==> src/rtl/decode_issue.sv <==
// rtl/decode_issue.sv - in-order fetch/decode/operand-read sequencer feeding ALU control
module decode_issue #(
  parameter int WORD_SIZE = 16,
  parameter int OP_SIZE   = 4,
  parameter int PC_SIZE   = 8
) (
  input  logic                 tclk,
  input  logic                 rst,
  output logic                 imem_req,
  output logic [PC_SIZE-1:0]   imem_addr,
  input  logic                 imem_ack,
  input  logic [WORD_SIZE-1:0] imem_data,
  output logic [OP_SIZE-1:0]   rf_raddr_a,
  output logic [OP_SIZE-1:0]   rf_raddr_b,
  input  logic [WORD_SIZE-1:0] rf_rdata_a,
  input  logic [WORD_SIZE-1:0] rf_rdata_b,
  output logic [OP_SIZE-1:0]   sel,
  output logic [WORD_SIZE-1:0] data1_out,
  output logic [WORD_SIZE-1:0] data2_out,
  output logic [WORD_SIZE-1:0] data3_out,
  output logic                 issue_valid,
  input  logic                 issue_ready,
  output logic                 halted
);

  localparam logic [2:0] S_FETCH  = 3'd0;
  localparam logic [2:0] S_DECODE = 3'd1;
  localparam logic [2:0] S_READ   = 3'd2;
  localparam logic [2:0] S_ISSUE  = 3'd3;
  localparam logic [2:0] S_HALT   = 3'd4;

  localparam logic [OP_SIZE-1:0] OP_NOP  = '0;
  localparam logic [OP_SIZE-1:0] OP_HALT = '1;
  localparam logic [OP_SIZE-1:0] OP_LI   = OP_SIZE'('hE);

  logic [2:0]           state;
  logic [PC_SIZE-1:0]   pc;
  logic [WORD_SIZE-1:0] ir;
  logic [OP_SIZE-1:0]   ir_op;
  logic [OP_SIZE-1:0]   ir_rd;
  logic [OP_SIZE-1:0]   ir_rs;
  logic [OP_SIZE-1:0]   ir_rt;

  assign ir_op = ir[WORD_SIZE-1 -: OP_SIZE];
  assign ir_rd = ir[WORD_SIZE-1-OP_SIZE -: OP_SIZE];
  assign ir_rs = ir[WORD_SIZE-1-2*OP_SIZE -: OP_SIZE];
  assign ir_rt = ir[WORD_SIZE-1-3*OP_SIZE -: OP_SIZE];

  // Gated by rst so the request never shows while reset is held.
  assign imem_req    = (state == S_FETCH) && !rst;
  assign imem_addr   = pc;
  assign issue_valid = (state == S_ISSUE);
  assign halted      = (state == S_HALT);
  assign sel         = issue_valid ? ir_op : '0;

  always_ff @(posedge tclk) begin
    if (rst) begin
      state      <= S_FETCH;
      pc         <= '0;
      ir         <= '0;
      rf_raddr_a <= '0;
      rf_raddr_b <= '0;
      data1_out  <= '0;
      data2_out  <= '0;
      data3_out  <= '0;
    end else begin
      case (state)
        S_FETCH: begin
          if (imem_ack) begin
            ir <= imem_data;
            pc <= pc + PC_SIZE'(1);
            // Read addresses go out at the start of DECODE so data lands in READ.
            rf_raddr_a <= imem_data[WORD_SIZE-1-2*OP_SIZE -: OP_SIZE];
            rf_raddr_b <= imem_data[WORD_SIZE-1-3*OP_SIZE -: OP_SIZE];
            state <= S_DECODE;
          end
        end
        S_DECODE: state <= S_READ;
        S_READ: begin
          if (ir_op == OP_NOP) begin
            state <= S_FETCH;
          end else if (ir_op == OP_HALT) begin
            state <= S_HALT;
          end else begin
            data1_out <= {{(WORD_SIZE-OP_SIZE){1'b0}}, ir_rd};
            if (ir_op == OP_LI) begin
              data2_out <= '0;
              data3_out <= {{(WORD_SIZE-2*OP_SIZE){1'b0}}, ir_rs, ir_rt};
            end else begin
              data2_out <= rf_rdata_a;
              data3_out <= rf_rdata_b;
            end
            state <= S_ISSUE;
          end
        end
        S_ISSUE: begin
          if (issue_ready) state <= S_FETCH;
        end
        S_HALT: state <= S_HALT;
        default: state <= S_FETCH;
      endcase
    end
  end

endmodule
==> config.mk <==
export PLATFORM = sky130hd
export DESIGN_NAME = decode_issue
export DESIGN_NICKNAME = d
export VERILOG_FILES = /design/src/rtl/decode_issue.sv
export SDC_FILE = /design/constraint.sdc
export NUM_CORES = 1
export LEC_CHECK = 0
export ABC_CLOCK_PERIOD_IN_PS = 3960
export CORE_ASPECT_RATIO = 1.25
export CORE_MARGIN = 3
export CORE_UTILIZATION = 44
export DETAILED_ROUTE_END_ITERATION = 16
export GPL_TIMING_DRIVEN = 0
export PLACE_DENSITY = 0.85
export SLEW_MARGIN = 20
export SYNTH_ARGS = -nofsm -noshare
export SYNTH_HDL_FRONTEND = slang
export SYNTH_SLANG_ARGS = --single-unit
==> constraint.sdc <==
create_clock -name tclk -period 3.96 [get_ports tclk]
set_input_delay 0.792 -clock tclk [delete_from_list [all_inputs] [get_ports tclk]]
set_output_delay 0.792 -clock tclk [all_outputs]
set_load 0.02 [all_outputs]
---- Yosys cells after proc, flatten, opt, wreduce, memory -nomap -nowiden ----
Index checks and enable logic that the tools add are counted.
storage, ports and cells
  register bits after elaboration ......... 71
  output and inout bits ................... 71
  word-level logic and storage cells ...... 34
operators by class
  add/sub/neg operators ................... 1
  eq/ne operators ......................... 8
  muxes and demuxes ....................... 8
  bitwise gates (word level) .............. 2
  reductions and logical operators ........ 7
operators by type and width
  kind                                                    number
  two-way mux 16 bit                                      2
  one-hot mux 3 bit (5 select lines)                      1
  two-way mux 3 bit                                       4
  adder 8 x 1 -> 8 bit (second input constant)            1
  equality test 4 bit (second input constant)             2
  equality test 3 x 2 -> 1 bit (second input constant)    2
  logical NOT 4 bit                                       1
  two-way mux 4 bit                                       1
  AND reduction 2 bit                                     2
  equality test 3 x 1 -> 1 bit (second input constant)    1
  equality test 3 bit (second input constant)             1
  logical NOT 3 bit                                       1
  AND reduction 3 bit                                     1
  inequality test 2 x 1 -> 1 bit (second input constant)  1
  inequality test 2 bit (second input constant)           1
  inverter 1 bit                                          2
  logical AND 1 bit                                       1
  logical NOT 1 bit                                       1

---- Depth between registers and ports, before layout ----
Gate-level depths: netlist of run 1.
  depth in word-level cells ............... 4
  gate-level depth with buffers ........... 6
  gate-level depth less buffers ........... 4

---- Worst setup path before layout of run 1 ----
No wires, ideal clock.
  path kind ............................... input port to output port
  start point ............................. input port rst
  end point ............................... output port imem_req
  arrival time ............................ 1.604 ns
  data required time ...................... 3.168 ns
  slack ................................... 1.564 ns
  stages .................................. 2
  path buffers ............................ 1
  cells stage by stage .................... clkbuf_1 nor4_1
on the way
  longest elaborated chain between the ends .. 2
ends and longest elaborated chain
  element            RTL line  text
  start, declared    8         input logic rst,
  logical NOT 1 bit  50        assign imem_req = (state == S_FETCH) && !rst;
  logical AND 1 bit  50
  end, declared      9         output logic imem_req,
Every way passes these cells.

---- Final worst setup path of run 1 ----
Ends and elaborated chain as after synthesis.

==> results of run 1 <==
[stage by stage]
stage | util [%] | instances | power, mW
floorplan | - | 288 | 0.828
global placement | 68.7 | 462 | 0.941
detailed placement | 68.7 | 462 | 0.947
CTS | 71.3 | 476 | 1.39
global route | 71.3 | 476 | 1.44
finish | 71.3 | 476 | 1.38
[cell usage in the layout (no fill, tap or decap), types with 2 or more instances in the layout]
master,synthesis,routed
sky130_fd_sc_hd__o31ai_1,2,2
sky130_fd_sc_hd__conb_1,1,12
sky130_fd_sc_hd__or3b_2,2,2
sky130_fd_sc_hd__clkinv_2,0,2
sky130_fd_sc_hd__nand3_1,3,3
sky130_fd_sc_hd__nor4_1,2,2
sky130_fd_sc_hd__a21oi_1,22,22
sky130_fd_sc_hd__nand3b_1,2,2
sky130_fd_sc_hd__mux2_2,3,3
sky130_fd_sc_hd__nand2b_1,9,9
sky130_fd_sc_hd__nand4_1,3,3
sky130_fd_sc_hd__and2_1,4,4
sky130_fd_sc_hd__nor3b_1,2,2
sky130_fd_sc_hd__or4_1,3,3
sky130_fd_sc_hd__mux2i_1,12,12
sky130_fd_sc_hd__clkbuf_8,0,9
sky130_fd_sc_hd__a211oi_1,9,9
sky130_fd_sc_hd__nand2_1,36,36
sky130_fd_sc_hd__and3_1,2,2
sky130_fd_sc_hd__buf_6,2,2
sky130_fd_sc_hd__buf_2,5,5
sky130_fd_sc_hd__buf_4,22,22
sky130_fd_sc_hd__dfxtp_1,63,63
sky130_fd_sc_hd__a22o_1,24,24
sky130_fd_sc_hd__inv_1,3,3
sky130_fd_sc_hd__clkbuf_1,14,17
sky130_fd_sc_hd__nor2b_1,2,2
sky130_fd_sc_hd__nor2_1,5,5
sky130_fd_sc_hd__clkdlybuf4s50_1,0,110
sky130_fd_sc_hd__a31oi_1,9,9
[critical path: cells and delay by family]
family	cells	cell delay [ps]
and+or+nand+nor	1	230
buffers and inverters	3	1410
[state kept, by name, summed over array words and instances, names as in the netlist]
signal      cells
data2_out      16
data3_out      16
ir             10
imem_addr       8
data1_out       4
rf_raddr_a      3
rf_raddr_b      3
state           3
[cell families (layout without fill, tap and decap cells)]
| kind of cell | Yosys count | after routing | share of synthesized area [%] |
|---|---|---|---|
| other cells | 1 | 12 | 0.143 |
| buf+inv | 47 | 171 | 10.7 |
| xor+xnor | 1 | 1 | 0.334 |
| compound gates | 69 | 69 | 18.5 |
| fa+ha+maj | 1 | 1 | 0.477 |
| simple gates | 80 | 80 | 15.9 |
| mux | 15 | 15 | 5.87 |
| flops | 63 | 63 | 48.1 |
[worst max path at each step]
stage	from	end	slack [ps]	cells past startpoint
after global placement	rst	imem_req	750	4
after detailed placement	rst	imem_req	740	4
after CTS	rst	imem_req	740	4
after global routing	rst	imem_req	650	4
after floorplan	rst	imem_req	1560	2
final	rst	imem_req	730	4
[cell type report]
type                       count  share of cell area (%)
sequential                    63                    31.6
multi-input combinational    178                    28.1
timing repair buffer         110                    27.6
buffer                        44                    6.74
clock buffer                  12                    3.39
tap                           64                    2.01
inverter                       3                   0.282
clock inverter                 2                   0.251
[metal layers]
metal | routed length, um | vias up | track usage (%)
li1 | - | 1214 | -
met1 | 3140 | 1121 | 26.9
met2 | 3530 | 113 | 34.4
met3 | 522 | 15 | 5.54
met4 | 172 | 0 | 10.4
met5 | 0 | - | 0
[report_power, final]
| group | switching, mW | leakage [nW] | internal [mW] |
|---|---|---|---|
| Clock | 0.229 | 0.0761 | 0.219 |
| Sequential | 0.0197 | 0.511 | 0.660 |
| Combinational | 0.121 | 0.985 | 0.133 |
==> flow_summary.rst, run 1 <==
.. list-table::
   :header-rows: 1

   * - Metric
     - Value
   * - Mean cell area of the mapped netlist
     - 9.47 um2
   * - Netlist area before placement
     - between 2000 and 3000 um2
   * - Tcrit/Tclk final
     - about four fifths
   * - Post-detailed-route via-to-cell ratio
     - 5.17
   * - Hold path startpoint
     - ir[8]
   * - Post-Syn Instances
     - about 280
   * - Critical Path Fanout Max
     - 10
   * - Count of unique library cells instantiated by Yosys
     - 38
   * - Total track usage
     - 21.7%
   * - Placed Area
     - 3840 um2
   * - Proportion of netlist area held by the largest area contributor
     - between 40% and 50%
   * - Clk sink count
     - 63
   * - Number of enable flip-flop cells after synthesis
     - 0
   * - Highest attainable clock frequency
     - 310 MHz
   * - Worst relative slew slack
     - about 60%
   * - Data required time of the worst path
     - 3170 ps
   * - Critical path's largest stage delay
     - between 600 and 700 ps
   * - Clock period minus worst slack
     - 3230 ps
   * - Reported leakage power
     - 1.57 nW
   * - Max-slew violation count
     - 0
   * - Setup repair after global routing missed its margin
     - false
   * - Hold crit path type
     - reg -> reg
   * - Worst-case register-to-register setup slack
     - around 2000 ps
   * - Final Hold Vio Count
     - 0
   * - Post-synthesis cell type with the largest combined area
     - sky130_fd_sc_hd__dfxtp_1
   * - Clock-pin transition on the worst setup and hold timing paths
     - 60 ps
   * - Number of placed I/O pins
     - approximately 120
   * - Number of antenna violations at the first check in global routing
     - 0
   * - Actual slew at the worst max-slew pin
     - 577 ps
   * - Routed wire length
     - 7360 um
   * - Post-cts resize count
     - 0
   * - Yosys synthesis warning count
     - 0
   * - Standard-cell rows
     - 30
   * - Max_cap viols
     - 0
   * - Hold Path Stages
     - 2
   * - Fill cell instance count of the final layout
     - ~460
   * - Critical path endpoint category
     - output pin
   * - FF-to-FF Start
     - state[2]
   * - Routed vias
     - 2463
   * - Initial Utilization
     - 46.9%
   * - Root buffer selected by CTS
     - sky130_fd_sc_hd__clkbuf_8
   * - Clock tree from TritonCTS
     - built
   * - Die boundary height
     - 92.3 um
   * - Most used standard cells in the synthesized netlist
     - 63 x sky130_fd_sc_hd__dfxtp_1, 36 x sky130_fd_sc_hd__nand2_1, 24 x sky130_fd_sc_hd__a22o_1, 22 x sky130_fd_sc_hd__a21oi_1, 22 x sky130_fd_sc_hd__buf_4
   * - Post-CTS Repair Setup Buffers
     - 0
   * - Die Area
     - about 6900 um2
   * - Endpoints failing setup
     - 0
   * - Final Instance Area
     - 3990 um2
   * - Endpoint of the worst-slack reg-to-reg timing path
     - ir[7]
   * - Final worst clock skew
     - 7.49 ps
   * - Grt ovf
     - 0
   * - Area of the placeable core
     - 5590 um2
   * - Horizontal die dimension
     - 75.1 um
   * - Via count of the first global-routing pass
     - 2349
   * - Quantity of hold-fixing buffers added after cts
     - 0
   * - Share of flip-flops with an asynchronous set or reset
     - 0%
   * - WHS
     - 459 ps
   * - Count of state elements after synthesis
     - 63
   * - Most common cell in the synthesized netlist
     - sky130_fd_sc_hd__dfxtp_1
   * - CTS H-Tree Depth
     - 3
   * - Avg WL per Cell
     - 15.5 um
   * - Later-pin clock latency in the skew report
     - around 340 ps
   * - Status
     - finished clean
   * - Wire length of the first global-routing pass
     - 11500 um
   * - Post-detailed-route count of antenna-violating nets
     - 0
   * - Layout cell share with drive strength beyond 1
     - roughly 11%
   * - Max stage delay cell, worst path
     - sky130_fd_sc_hd__clkdlybuf4s50_1
   * - Port Buffers
     - 110
   * - Worst Reg-to-Reg Cells
     - 6
   * - Pre-CTS worst setup slack
     - 744 ps
   * - RePlAce Congestion
     - 0.877
   * - Worst hold endpoint
     - ir[8]
   * - Layout-stage area growth over the synthesis result
     - 52.1%
   * - Fin worst setup slack
     - between 700 and 800 ps
   * - Clock buffers created by TritonCTS
     - 9
   * - Power density over cell area
     - ~350 nW/um2
   * - Number of design rule violations left after detail routing
     - 0
   * - Worst IR drop on VDD
     - 0.161 mV
   * - Top_reg_cell synth
     - sky130_fd_sc_hd__dfxtp_1
   * - Most prevalent standard cell on the critical path
     - sky130_fd_sc_hd__clkdlybuf4s50_1
   * - Multi-input gate area
     - about 1100 um2
   * - Antenna fix cells
     - 0
   * - Critical setup path kind
     - in -> out
   * - Endpoint arrival time on the critical path
     - 2440 ps
   * - Share of synthesized area occupied by flip-flops and latches
     - 48.1%
   * - DPL Wire Length
     - between 5000 and 6000 um
   * - Critical path startpoint category
     - input pin
   * - Area taken by flip-flops and latches
     - 1260 um2
   * - Max Root-Sink Buffers
     - 2
   * - Final setup TNS
     - 0 ps
   * - Total Nets Final
     - 462
   * - Maximum number of pins on one net before global-route repair
     - 11
   * - Dominant cells by area after synthesis
     - sky130_fd_sc_hd__dfxtp_1 48%, sky130_fd_sc_hd__a22o_1 8.0%, sky130_fd_sc_hd__buf_4 6.3%, sky130_fd_sc_hd__nand2_1 5.2%, sky130_fd_sc_hd__mux2i_1 4.6%
   * - DR pass1 iterations
     - 4
   * - Iter 0 DRT Violations
     - 122
   * - Series of cell instances along the critical path
     - clkdlybuf4s50_1, clkbuf_1, nor4_1, clkdlybuf4s50_1
No activity file was read; power rests on OpenSTA's default activity.
==> run 2: changes to the inputs <==
--- a/config.mk
+++ b/config.mk
@@ -5,13 +5,13 @@
 export SDC_FILE = /design/constraint.sdc
 export NUM_CORES = 1
 export LEC_CHECK = 0
-export ABC_CLOCK_PERIOD_IN_PS = 3960
+export ABC_CLOCK_PERIOD_IN_PS = 2900
 export CORE_ASPECT_RATIO = 1.25
 export CORE_MARGIN = 3
-export CORE_UTILIZATION = 44
+export CORE_UTILIZATION = 37
 export DETAILED_ROUTE_END_ITERATION = 16
 export GPL_TIMING_DRIVEN = 0
-export PLACE_DENSITY = 0.85
+export PLACE_DENSITY = 0.76
 export SLEW_MARGIN = 20
 export SYNTH_ARGS = -nofsm -noshare
 export SYNTH_HDL_FRONTEND = slang
==> constraint.sdc (replaced) <==
create_clock -name tclk -period 2.9 [get_ports tclk]
set_input_delay 0.58 -clock tclk [delete_from_list [all_inputs] [get_ports tclk]]
set_output_delay 0.58 -clock tclk [all_outputs]
set_load 0.02 [all_outputs]
==> run 2 against run 1 <==
Against the previous run:
- hold slack hardly changed
- sequential share of layout area is 0.39 points lower
- die area rose by 17%
- global-route usage decreased by 4.6 points
- sequential power grew 36%
- count of clock-buffer cells in the layout increased by 1
==> flow_summary.rst, run 2 (synthesis results as in run 1) <==
.. list-table::
   :header-rows: 1

   * - Metric
     - Value
   * - Status
     - finished clean
   * - Most common cell after layout, fill and taps aside
     - sky130_fd_sc_hd__clkdlybuf4s50_1
   * - Switching part of the total power
     - 25.4% (-1.3 points)
   * - Max-slew violation count
     - 0 (unchanged)
   * - Fill cell instance count of the final layout
     - 585 (+28%)
   * - Post-detailed-route via-to-cell ratio
     - 4.83 (-6.6%)
   * - Hold crit path type
     - reg -> reg
   * - Critical path's largest stage delay
     - 620 ps (-50 ps)
   * - Clock-pin transition on the worst setup and hold timing paths
     - 60 ps (about the same)
   * - Die boundary height
     - 100 um (+8.5%)
   * - Wire length of the first global-routing pass
     - 10800 um (-5.4%)
   * - Routed vias
     - 2411 (-2.1%)
   * - Cell-internal power
     - 1.43 mW (+41%)
   * - GR peak layer
     - met2
   * - Overall power of the completed layout
     - 1.92 mW (+39%)
   * - Critical Path Fanout Max
     - 10 (unchanged)
   * - Cell total after placement
     - 485 (+5.0%)
   * - Worst IR drop on VDD
     - 0.314 mV (+95%)
   * - Root buffer selected by CTS
     - sky130_fd_sc_hd__clkbuf_8
   * - Worst Reg-to-Reg Cells
     - 5 (-1)
   * - Fin worst setup slack
     - 436 ps (-293 ps)
   * - Global Route met1 Usage
     - 21.4% (-5.5 points)
   * - Final Instance Area
     - 4040 um2 (+1.3%)
   * - Horizontal die dimension
     - 81.3 um (+8.3%)
   * - Final Core Density
     - 60.0% (-11 points)
   * - Final setup TNS
     - 0 ps (unchanged)
   * - RePlAce Congestion
     - 0.818 (-6.7%)
   * - Number of antenna violations at the first check in global routing
     - 0 (unchanged)
   * - Power share of the combinational group
     - 18.0% (-0.4 points)
   * - Largest registers ranked by flip-flop count
     - data2_out (16), data3_out (16), ir (10)
   * - Tcrit/Tclk final
     - 85.0%
   * - Highest attainable clock frequency
     - 406 MHz
   * - DR pass1 iterations
     - 4 (unchanged)
   * - Series of cell instances along the critical path
     - clkbuf_1, and3b_1, and2_1, clkdlybuf4s50_1
   * - Area of the placeable core
     - 6730 um2 (+20%)
   * - Endpoint arrival time on the critical path
     - 1880 ps (-560 ps)
   * - Die Area
     - 8140 um2 (+17%)
   * - Placed Area
     - 3870 um2 (+0.75%)
   * - Power density over cell area
     - 475 nW/um2 (+37%)
   * - Count of buffer and inverter cells on the critical path
     - 2 (-1)
   * - Post-detailed-route count of antenna-violating nets
     - 0 (unchanged)
   * - CTS H-Tree Depth
     - 3 (unchanged)
   * - Portion of total power attributed to sequential cells
     - 48.4% (-0.8 points)
   * - Maximum number of pins on one net before global-route repair
     - 11 (unchanged)
   * - Hold Path Stages
     - 2 (unchanged)
   * - Levels on crit path
     - 4 (unchanged)
   * - Initial Utilization
     - 39.0% (-7.9 points)
   * - Port Buffers
     - 110 (unchanged)
   * - Worst relative slew slack
     - 60.1% (-1.5 points)
   * - Power share of the clock group
     - 33.6% (+1.2 points)
   * - Endpoints failing setup
     - 0 (unchanged)
   * - Clock tree from TritonCTS
     - built
   * - Grt ovf
     - 0 (unchanged)
   * - Critical path endpoint category
     - output pin
   * - Antenna fix cells
     - 0 (unchanged)
   * - Highest-count cells in the layout ignoring fill and taps
     - 109 x sky130_fd_sc_hd__clkdlybuf4s50_1, 63 x sky130_fd_sc_hd__dfxtp_1, 36 x sky130_fd_sc_hd__nand2_1, 24 x sky130_fd_sc_hd__a22o_1
   * - Layout-stage area growth over the synthesis result
     - 54.1%
   * - Total track usage
     - 17.1% (-4.6 points)
   * - Reported leakage power
     - 1.59 nW (+1.3%)
   * - Total Nets Final
     - 462 (unchanged)
   * - Max Root-Sink Buffers
     - 2 (unchanged)
   * - Setup repair after global routing missed its margin
     - false
   * - Actual slew at the worst max-slew pin
     - 599 ps (+22.2 ps)
   * - Clock buffers created by TritonCTS
     - 9 (unchanged)
   * - Via count of the first global-routing pass
     - 2256 (-4.0%)
   * - Number of design rule violations left after detail routing
     - 0 (unchanged)
   * - Max stage delay cell, worst path
     - sky130_fd_sc_hd__clkdlybuf4s50_1
   * - DPL Wire Length
     - 5320 um (-3.5%)
   * - Final worst clock skew
     - 6.27 ps (-1.21 ps)
   * - Number of placed I/O pins
     - 123 (unchanged)
   * - Final cell count without fillers
     - 499 (+4.8%)
   * - WHS
     - 459 ps (+0.0990 ps)
   * - Iter 0 DRT Violations
     - 69 (-43%)
   * - Layout cell share with drive strength beyond 1
     - 11.4% (+0.24 points)
   * - Avg WL per Cell
     - 14.1 um (-9.1%)
   * - Critical path startpoint category
     - register
   * - Routed wire length
     - 7010 um (-4.8%)
   * - Final Hold Vio Count
     - 0 (unchanged)
   * - Critical setup path kind
     - reg -> out
   * - Clk sink count
     - 63 (unchanged)
   * - Pre-CTS worst setup slack
     - 86.4 ps (-658 ps)
   * - Global-route met2 utilization
     - 28.2% (-6.2 points)
   * - Family with the most delay on the worst path
     - buffers and inverters
   * - Later-pin clock latency in the skew report
     - 320 ps (-20 ps)
   * - Clock period minus worst slack
     - 2460 ps
   * - Standard-cell rows
     - 33 (+10%)
   * - Data required time of the worst path
     - 2320 ps (-850 ps)
   * - Max_cap viols
     - 0 (unchanged)
   * - Net load switching power
     - 488 uW (+32%)
   * - GR Layer Usage met3
     - 4.85% (-0.69 points)
-- run 2: cell type report --
cell class                 instances  area [um2]  area share (%)
buffer                            44         269            6.66
clock buffer                      13         159            3.93
clock inverter                     1        5.00           0.124
inverter                           3        11.3           0.279
multi-input combinational        178        1120            27.8
sequential                        63        1260            31.2
tap                               87         109            2.69
timing repair buffer             110        1100            27.3
-- run 2: worst paths after layout --
path	to	slack [ps]	from
max	sel[0]	440	state[2]
min	ir[11]	460	ir[11]
max reg2reg	imem_addr[7]	950	state[2]
min reg2reg	ir[11]	460	ir[11]
-- run 2: routing by layer --
layer	vias to the layer above	wire length [um]	share of wire, %
met2	87	3420	49
met5	-	0	0
met1	1114	3100	44
met3	2	461	6.6
li1	1208	-	-
met4	0	28	0.40
-- run 2: timing repair --
| item | CTS | global route |
|---|---|---|
| resized for setup | 0 | 1 |
| setup endpoints to repair | 0 | 1 |
| hold buffers | 0 | 0 |
| setup buffers | 0 | 0 |
-- run 2: power groups by stage --
stage | Sequential [mW] | Combinational [mW] | Clock, mW
floorplan | 0.964 | 0.167 | 0
global placement | 0.946 | 0.341 | 0
detailed placement | 0.947 | 0.345 | 0
CTS | 0.928 | 0.347 | 0.660
global route | 0.932 | 0.372 | 0.702
finish | 0.928 | 0.345 | 0.645
-- run 2: worst reg2reg max path: cells and delay by family (launching register included) --
family	cells	cell delay (ps)
and+or+nand+nor	2	830
muxes	1	370
buffers and inverters	2	340
DFF	1	290
